## config.mk

```make
export PLATFORM = sky130hd
export DESIGN_NAME = apu_mixer
export DESIGN_NICKNAME = d
export VERILOG_FILES = /design/src/rtl/apu_pkg.sv /design/src/rtl/apu_mix_sat.sv /design/src/rtl/apu_mixer.sv
export SDC_FILE = /design/constraint.sdc
export NUM_CORES = 1
export LEC_CHECK = 0
export ABC_AREA = 1
export CAP_MARGIN = 20
export CORE_ASPECT_RATIO = 1.1
export CORE_MARGIN = 2
export CORE_UTILIZATION = 40
export DETAILED_ROUTE_END_ITERATION = 8
export DONT_BUFFER_PORTS = 1
export GPL_ROUTABILITY_DRIVEN = 1
export RECOVER_POWER = 25
export SYNTH_ARGS = -nofsm -noshare
export SYNTH_HDL_FRONTEND = slang
export SYNTH_SLANG_ARGS = --single-unit
```

## constraint.sdc

```tcl
create_clock -name clk -period 12.2 [get_ports clk]
set_clock_uncertainty 0.05 [all_clocks]
set_input_delay 2.44 -clock clk [delete_from_list [all_inputs] [get_ports clk]]
set_output_delay 2.44 -clock clk [all_outputs]
set_load 0.05 [all_outputs]
```

## src/rtl/apu_pkg.sv

```systemverilog
// Shared widths, mix scaling and FSM state encoding for the APU voice mixer.
package apu_pkg;

  localparam int APU_SAMPLE_W        = 16;
  localparam int APU_VOL_W           = 8;
  localparam int APU_MIX_UNITY_SHIFT = 7;
  // signed sample x {1'b0, vol}
  localparam int APU_PROD_W          = APU_SAMPLE_W + APU_VOL_W + 1;

  localparam logic [1:0] APU_ST_IDLE = 2'd0;
  localparam logic [1:0] APU_ST_MAC  = 2'd1;
  localparam logic [1:0] APU_ST_SAT  = 2'd2;

  typedef enum logic [1:0] {
    IDLE = APU_ST_IDLE,
    MAC  = APU_ST_MAC,
    SAT  = APU_ST_SAT
  } apu_state_e;

endpackage

```

## src/rtl/apu_mix_sat.sv

```systemverilog
// Scales one channel accumulator down by unity gain (floor) and clamps it to a
// signed 16-bit sample, flagging when the clamp was needed.
module apu_mix_sat
  import apu_pkg::*;
#(
  parameter int ACC_W = 27
) (
  input  logic [ACC_W-1:0]        acc,
  output logic [APU_SAMPLE_W-1:0] sat,
  output logic                    clip
);

  localparam int SH_W = ACC_W - APU_MIX_UNITY_SHIFT;

  logic [SH_W-1:0]              shifted;
  logic [SH_W-APU_SAMPLE_W:0]   top_bits;

  // Dropping the low bits of a two's complement value is a floor division.
  assign shifted  = acc[ACC_W-1:APU_MIX_UNITY_SHIFT];
  // The value fits in 16 bits only if every bit from the sign down to bit 15 agrees.
  assign top_bits = shifted[SH_W-1:APU_SAMPLE_W-1];
  assign clip     = !((&top_bits) || !(|top_bits));

  always_comb begin
    sat = shifted[APU_SAMPLE_W-1:0];
    if (clip) begin
      if (shifted[SH_W-1]) begin
        sat = {1'b1, {(APU_SAMPLE_W-1){1'b0}}};
      end else begin
        sat = {1'b0, {(APU_SAMPLE_W-1){1'b1}}};
      end
    end
  end

endmodule

```

## src/rtl/apu_mixer.sv

```systemverilog
// Time-multiplexed stereo voice mixer: snapshots all voices, MACs one voice per
// cycle, saturates and hands a packed L/R word to the audio-out FIFO.
module apu_mixer
  import apu_pkg::*;
#(
  parameter int NVOICE = 4
) (
  input  logic                           clk,
  input  logic                           rst_n,
  input  logic                           en,
  input  logic [NVOICE*APU_SAMPLE_W-1:0] voice_sample,
  input  logic [NVOICE*APU_VOL_W-1:0]    voice_vol_l,
  input  logic [NVOICE*APU_VOL_W-1:0]    voice_vol_r,
  output logic                           voice_adv,
  output logic [31:0]                    out_sample,
  output logic                           out_valid,
  input  logic                           out_rdy,
  output logic [1:0]                     clip,
  input  logic                           clip_clr
);

  localparam int ACC_W = APU_PROD_W + $clog2(NVOICE);
  localparam int IDX_W = (NVOICE > 1) ? $clog2(NVOICE) : 1;
  localparam logic [IDX_W-1:0] IDX_LAST = IDX_W'(NVOICE - 1);

  logic signed [APU_SAMPLE_W-1:0] samp_in  [NVOICE];
  logic        [APU_VOL_W-1:0]    vol_l_in [NVOICE];
  logic        [APU_VOL_W-1:0]    vol_r_in [NVOICE];

  logic signed [APU_SAMPLE_W-1:0] samp_reg  [NVOICE];
  logic        [APU_VOL_W-1:0]    vol_l_reg [NVOICE];
  logic        [APU_VOL_W-1:0]    vol_r_reg [NVOICE];

  apu_state_e              state_reg, state_next;
  logic [IDX_W-1:0]        idx_reg, idx_next;
  logic signed [ACC_W-1:0] acc_l_reg, acc_l_next;
  logic signed [ACC_W-1:0] acc_r_reg, acc_r_next;
  logic [31:0]             out_sample_reg, out_sample_next;
  logic                    out_valid_reg, out_valid_next;
  logic [1:0]              clip_reg, clip_next;
  logic                    snap_en;
  logic                    adv_comb;

  logic signed [APU_PROD_W-1:0]   prod_l, prod_r;
  logic        [APU_SAMPLE_W-1:0] sat_l, sat_r;
  logic                           clip_l, clip_r;

  genvar gi;
  generate
    for (gi = 0; gi < NVOICE; gi++) begin : g_unpack
      assign samp_in[gi]  = voice_sample[gi*APU_SAMPLE_W +: APU_SAMPLE_W];
      assign vol_l_in[gi] = voice_vol_l[gi*APU_VOL_W +: APU_VOL_W];
      assign vol_r_in[gi] = voice_vol_r[gi*APU_VOL_W +: APU_VOL_W];
    end
  endgenerate

  // Volumes are unsigned, so a zero sign bit is prepended before the signed multiply.
  assign prod_l = samp_reg[idx_reg] * $signed({1'b0, vol_l_reg[idx_reg]});
  assign prod_r = samp_reg[idx_reg] * $signed({1'b0, vol_r_reg[idx_reg]});

  apu_mix_sat #(.ACC_W(ACC_W)) u_sat_l (
    .acc  (acc_l_reg),
    .sat  (sat_l),
    .clip (clip_l)
  );

  apu_mix_sat #(.ACC_W(ACC_W)) u_sat_r (
    .acc  (acc_r_reg),
    .sat  (sat_r),
    .clip (clip_r)
  );

  always_comb begin
    state_next      = state_reg;
    idx_next        = idx_reg;
    acc_l_next      = acc_l_reg;
    acc_r_next      = acc_r_reg;
    out_sample_next = out_sample_reg;
    out_valid_next  = out_valid_reg && !out_rdy;
    clip_next       = clip_clr ? 2'b00 : clip_reg;
    snap_en         = 1'b0;
    adv_comb        = 1'b0;

    if (!en) begin
      state_next     = IDLE;
      idx_next       = '0;
      acc_l_next     = '0;
      acc_r_next     = '0;
      out_valid_next = 1'b0;
    end else begin
      case (state_reg)
        IDLE: begin
          adv_comb   = 1'b1;
          snap_en    = 1'b1;
          idx_next   = '0;
          acc_l_next = '0;
          acc_r_next = '0;
          state_next = MAC;
        end
        MAC: begin
          acc_l_next = acc_l_reg + ACC_W'(prod_l);
          acc_r_next = acc_r_reg + ACC_W'(prod_r);
          if (idx_reg == IDX_LAST) begin
            state_next = SAT;
          end else begin
            idx_next = idx_reg + 1'b1;
          end
        end
        SAT: begin
          // A word being accepted this cycle frees the slot, so back-to-back frames never gap.
          if (!out_valid_reg || out_rdy) begin
            out_sample_next = {sat_l, sat_r};
            out_valid_next  = 1'b1;
            clip_next       = clip_next | {clip_l, clip_r};
            state_next      = IDLE;
          end
        end
        default: begin
          state_next = IDLE;
        end
      endcase
    end
  end

  always_ff @(posedge clk or negedge rst_n) begin
    if (!rst_n) begin
      state_reg      <= IDLE;
      idx_reg        <= '0;
      acc_l_reg      <= '0;
      acc_r_reg      <= '0;
      out_sample_reg <= '0;
      out_valid_reg  <= 1'b0;
      clip_reg       <= 2'b00;
    end else begin
      state_reg      <= state_next;
      idx_reg        <= idx_next;
      acc_l_reg      <= acc_l_next;
      acc_r_reg      <= acc_r_next;
      out_sample_reg <= out_sample_next;
      out_valid_reg  <= out_valid_next;
      clip_reg       <= clip_next;
    end
  end

  always_ff @(posedge clk or negedge rst_n) begin
    if (!rst_n) begin
      for (int i = 0; i < NVOICE; i++) begin
        samp_reg[i]  <= '0;
        vol_l_reg[i] <= '0;
        vol_r_reg[i] <= '0;
      end
    end else if (snap_en) begin
      for (int i = 0; i < NVOICE; i++) begin
        samp_reg[i]  <= samp_in[i];
        vol_l_reg[i] <= vol_l_in[i];
        vol_r_reg[i] <= vol_r_in[i];
      end
    end
  end

  // Gated by rst_n so the strobe drops the instant reset asserts.
  assign voice_adv  = adv_comb && rst_n;
  assign out_sample = out_sample_reg;
  assign out_valid  = out_valid_reg;
  assign clip       = clip_reg;

endmodule

```

==> results.cfg <==
[synth]
synth_nets = 3070
netlist_area_um2 = 21600
ys_ff_latch = 221
syn_inst = 2564
yosysSeqAreaShare_pct = 25.6
ys_types = 38
ys_warn_count = 0
synth.avg_cell_area_um2 = 8.44

[drt]
drc = 0
vias_per_cell = 4.92
first_pass_iters = 5
drt_iter0_markers = 821
ant_nets = 0
wl_um = 57800
vias = 16100
routedWlPerCell_um = 17.6

[floorplan]
dieArea_um2 = 56000
die_y_um = 248
core_area_um2 = 53600
die_w_um = 226
fp-row-count = 89
io_pins = 169
start_util_pct = 40.4

[cts]
cts_resized = 0
root_buffer = clkbuf_16
cts_buffers = 26
hold_buffers = 0
cts_tree = done
clk-insertion-delay-late_ps = 570
clockBufferDepth = 3
cts.reportedPaths.clkPinSlew_ps = 70
clock_sinks = 221
post-cts-setup-buffers = 0
htreeDepth = 1

[finish]
area_growth_pct = 6.87
fill_cells = 5281
layout-drive-gt1-share_pct = 10.4
utilization_pct = 43.2
nets = 3034
finalNonFillerCells = 3283
largest_reg_flops = 64

[worst_setup_path]
critPathMaxStageDelay_ps = 750
critPathRequiredTime_ps = 12580
crit_top_cell = fa_1
critPathKind = register to register
critPathSlowestCell = fa_1
cp.arrival_ps = 7400
crit_fanout = 47
end_kind = register
startpoint_type = register

[global_routing]
grt_max_degree = 223
grt_use_total_pct = 21.3
grt_pass1_wl_um = 93800
gr-total-overflow = 0
grt_antenna_before_repair = 17
first_global_vias = 17000

[placement]
io_buffers = 0
placedCellCount = 3227
routabilityCongestion = 0.919
dp_hpwl_um = 46500

[sta]
rsz0062_at_grt = false
clock.fmax_mhz = 143
worst_pin_slew_ps = 1010
slew_violations = 0
period_share_pct = 57.5
period_needed_ps = 7020
setup_violations = 0
slew_headroom_pct = 32.9
finalHoldViolCount = 0
fin_setup_tns_ps = 0

[run_status]
outcome = finished clean

[min_path]
min_path_type = register to register

[flow_run]
max_cap_violations = 0
-- critical path: cells and delay by family (launching register included) --
kind	cells	cell delay, ps
AO/OA/AOI/OAI	3	850
AND/OR/NAND/NOR	9	1000
flip-flops	1	470
adder cells (fa/ha/maj)	6	3160
buffers and inverters	7	1340
-- cells in the final DEF (no fill, tap or decap), drive strengths merged, types with 4 or more instances in the layout --
cell type  instances
nand3b             5
xor2               4
nand2            598
a32oi             28
dfrtp            221
ha               119
nand4             14
and2               4
nor2             263
buf                9
nand3             69
bufinv             4
or2                4
o22ai             10
o21ai             71
fa               254
nor3               5
mux2             128
inv              576
clkinv             5
clkbuf            34
a21oi            106
a22o               4
diode              7
-- metal layers --
metal | up-vias | share of wire [%] | global-route usage (%) | wire [um]
li1 | 7741 | - | - | -
met1 | 7846 | 46 | 29.0 | 26600
met2 | 430 | 45 | 34.3 | 25700
met3 | 100 | 6.5 | 4.70 | 3760
met4 | 20 | 2.7 | 5.98 | 1590
met5 | - | 0.22 | 0 | 125
-- logic make-up after synthesis --
kind of cell,count (synthesis),synth area share [%]
AND/OR/NAND/NOR,964,17.7
buffers and inverters,645,12.2
adder cells (fa/ha/maj),373,30.4
AO/OA/AOI/OAI,227,7.22
flip-flops,221,25.6
multiplexers,128,6.66
XOR/XNOR,6,0.243
-- cells in the mapped netlist (all sizes together) --
cell | instances | area, um2
o21ai | 71 | 363
a32oi | 28 | 504
nand3b | 5 | 37.5
fa | 254 | 5080
nand4 | 14 | 87.6
clkbuf | 8 | 30.0
inv | 571 | 2140
o21bai | 2 | 15.0
nor3 | 5 | 25.0
a22o | 4 | 35.0
dfrtp | 221 | 5530
o211ai | 1 | 7.51
a32o | 3 | 30.0
clkinv | 1 | 3.75
o22ai | 10 | 62.6
nor2 | 263 | 1030
nand3 | 69 | 345
and2 | 4 | 25.0
mux2 | 128 | 1440
xnor2 | 2 | 17.5
buf | 65 | 464
a21oi | 106 | 531
or2 | 4 | 25.0
a21o | 2 | 15.0
nor4 | 2 | 12.5
nand2 | 598 | 2250
xor2 | 4 | 35.0
ha | 119 | 1490
-- through the flow --
stage	cell area (um2)	hold slack [ps]	setup WS, ps
floorplan	21600	409	6220
global placement	22100	430	4990
detailed placement	22100	437	4920
CTS	23100	453	4900
global route	23100	465	4650
finish	23100	452	5180
-- layout make-up --
type | count | area (um2) | area share [%]
Inverter | 572 | 2150 | 9.28
Antenna cell | 7 | 17.5 | 0.0757
Clock inverter | 14 | 201 | 0.871
Timing Repair Buffer | 9 | 80.1 | 0.346
Sequential cell | 221 | 5530 | 23.9
Clock buffer | 34 | 762 | 3.29
Tap cell | 728 | 911 | 3.94
Multi-Input combinational cell | 1698 | 13500 | 58.3
-- final timing paths --
| kind | slack (ps) | end | depth (start not counted) | start |
|---|---|---|---|---|
| worst max-delay path | 5180 | acc_r_reg[22] | 25 | idx_reg[1] |
| worst min-delay path | 450 | vol_r_reg[14] | 1 | vol_r_reg[14] |
| worst max register to register | 5180 | acc_r_reg[22] | 25 | idx_reg[1] |
| worst min register to register | 450 | vol_r_reg[14] | 1 | vol_r_reg[14] |
| max in group asynchronous | 10230 | acc_l_reg[1] | 0 | rst_n |
| min in group asynchronous | 1520 | samp_reg[51] | 0 | rst_n |
Power is left out: the tool's default activity adds up to more than one toggle a clock period on the data nets, which glitch-free logic cannot reach.
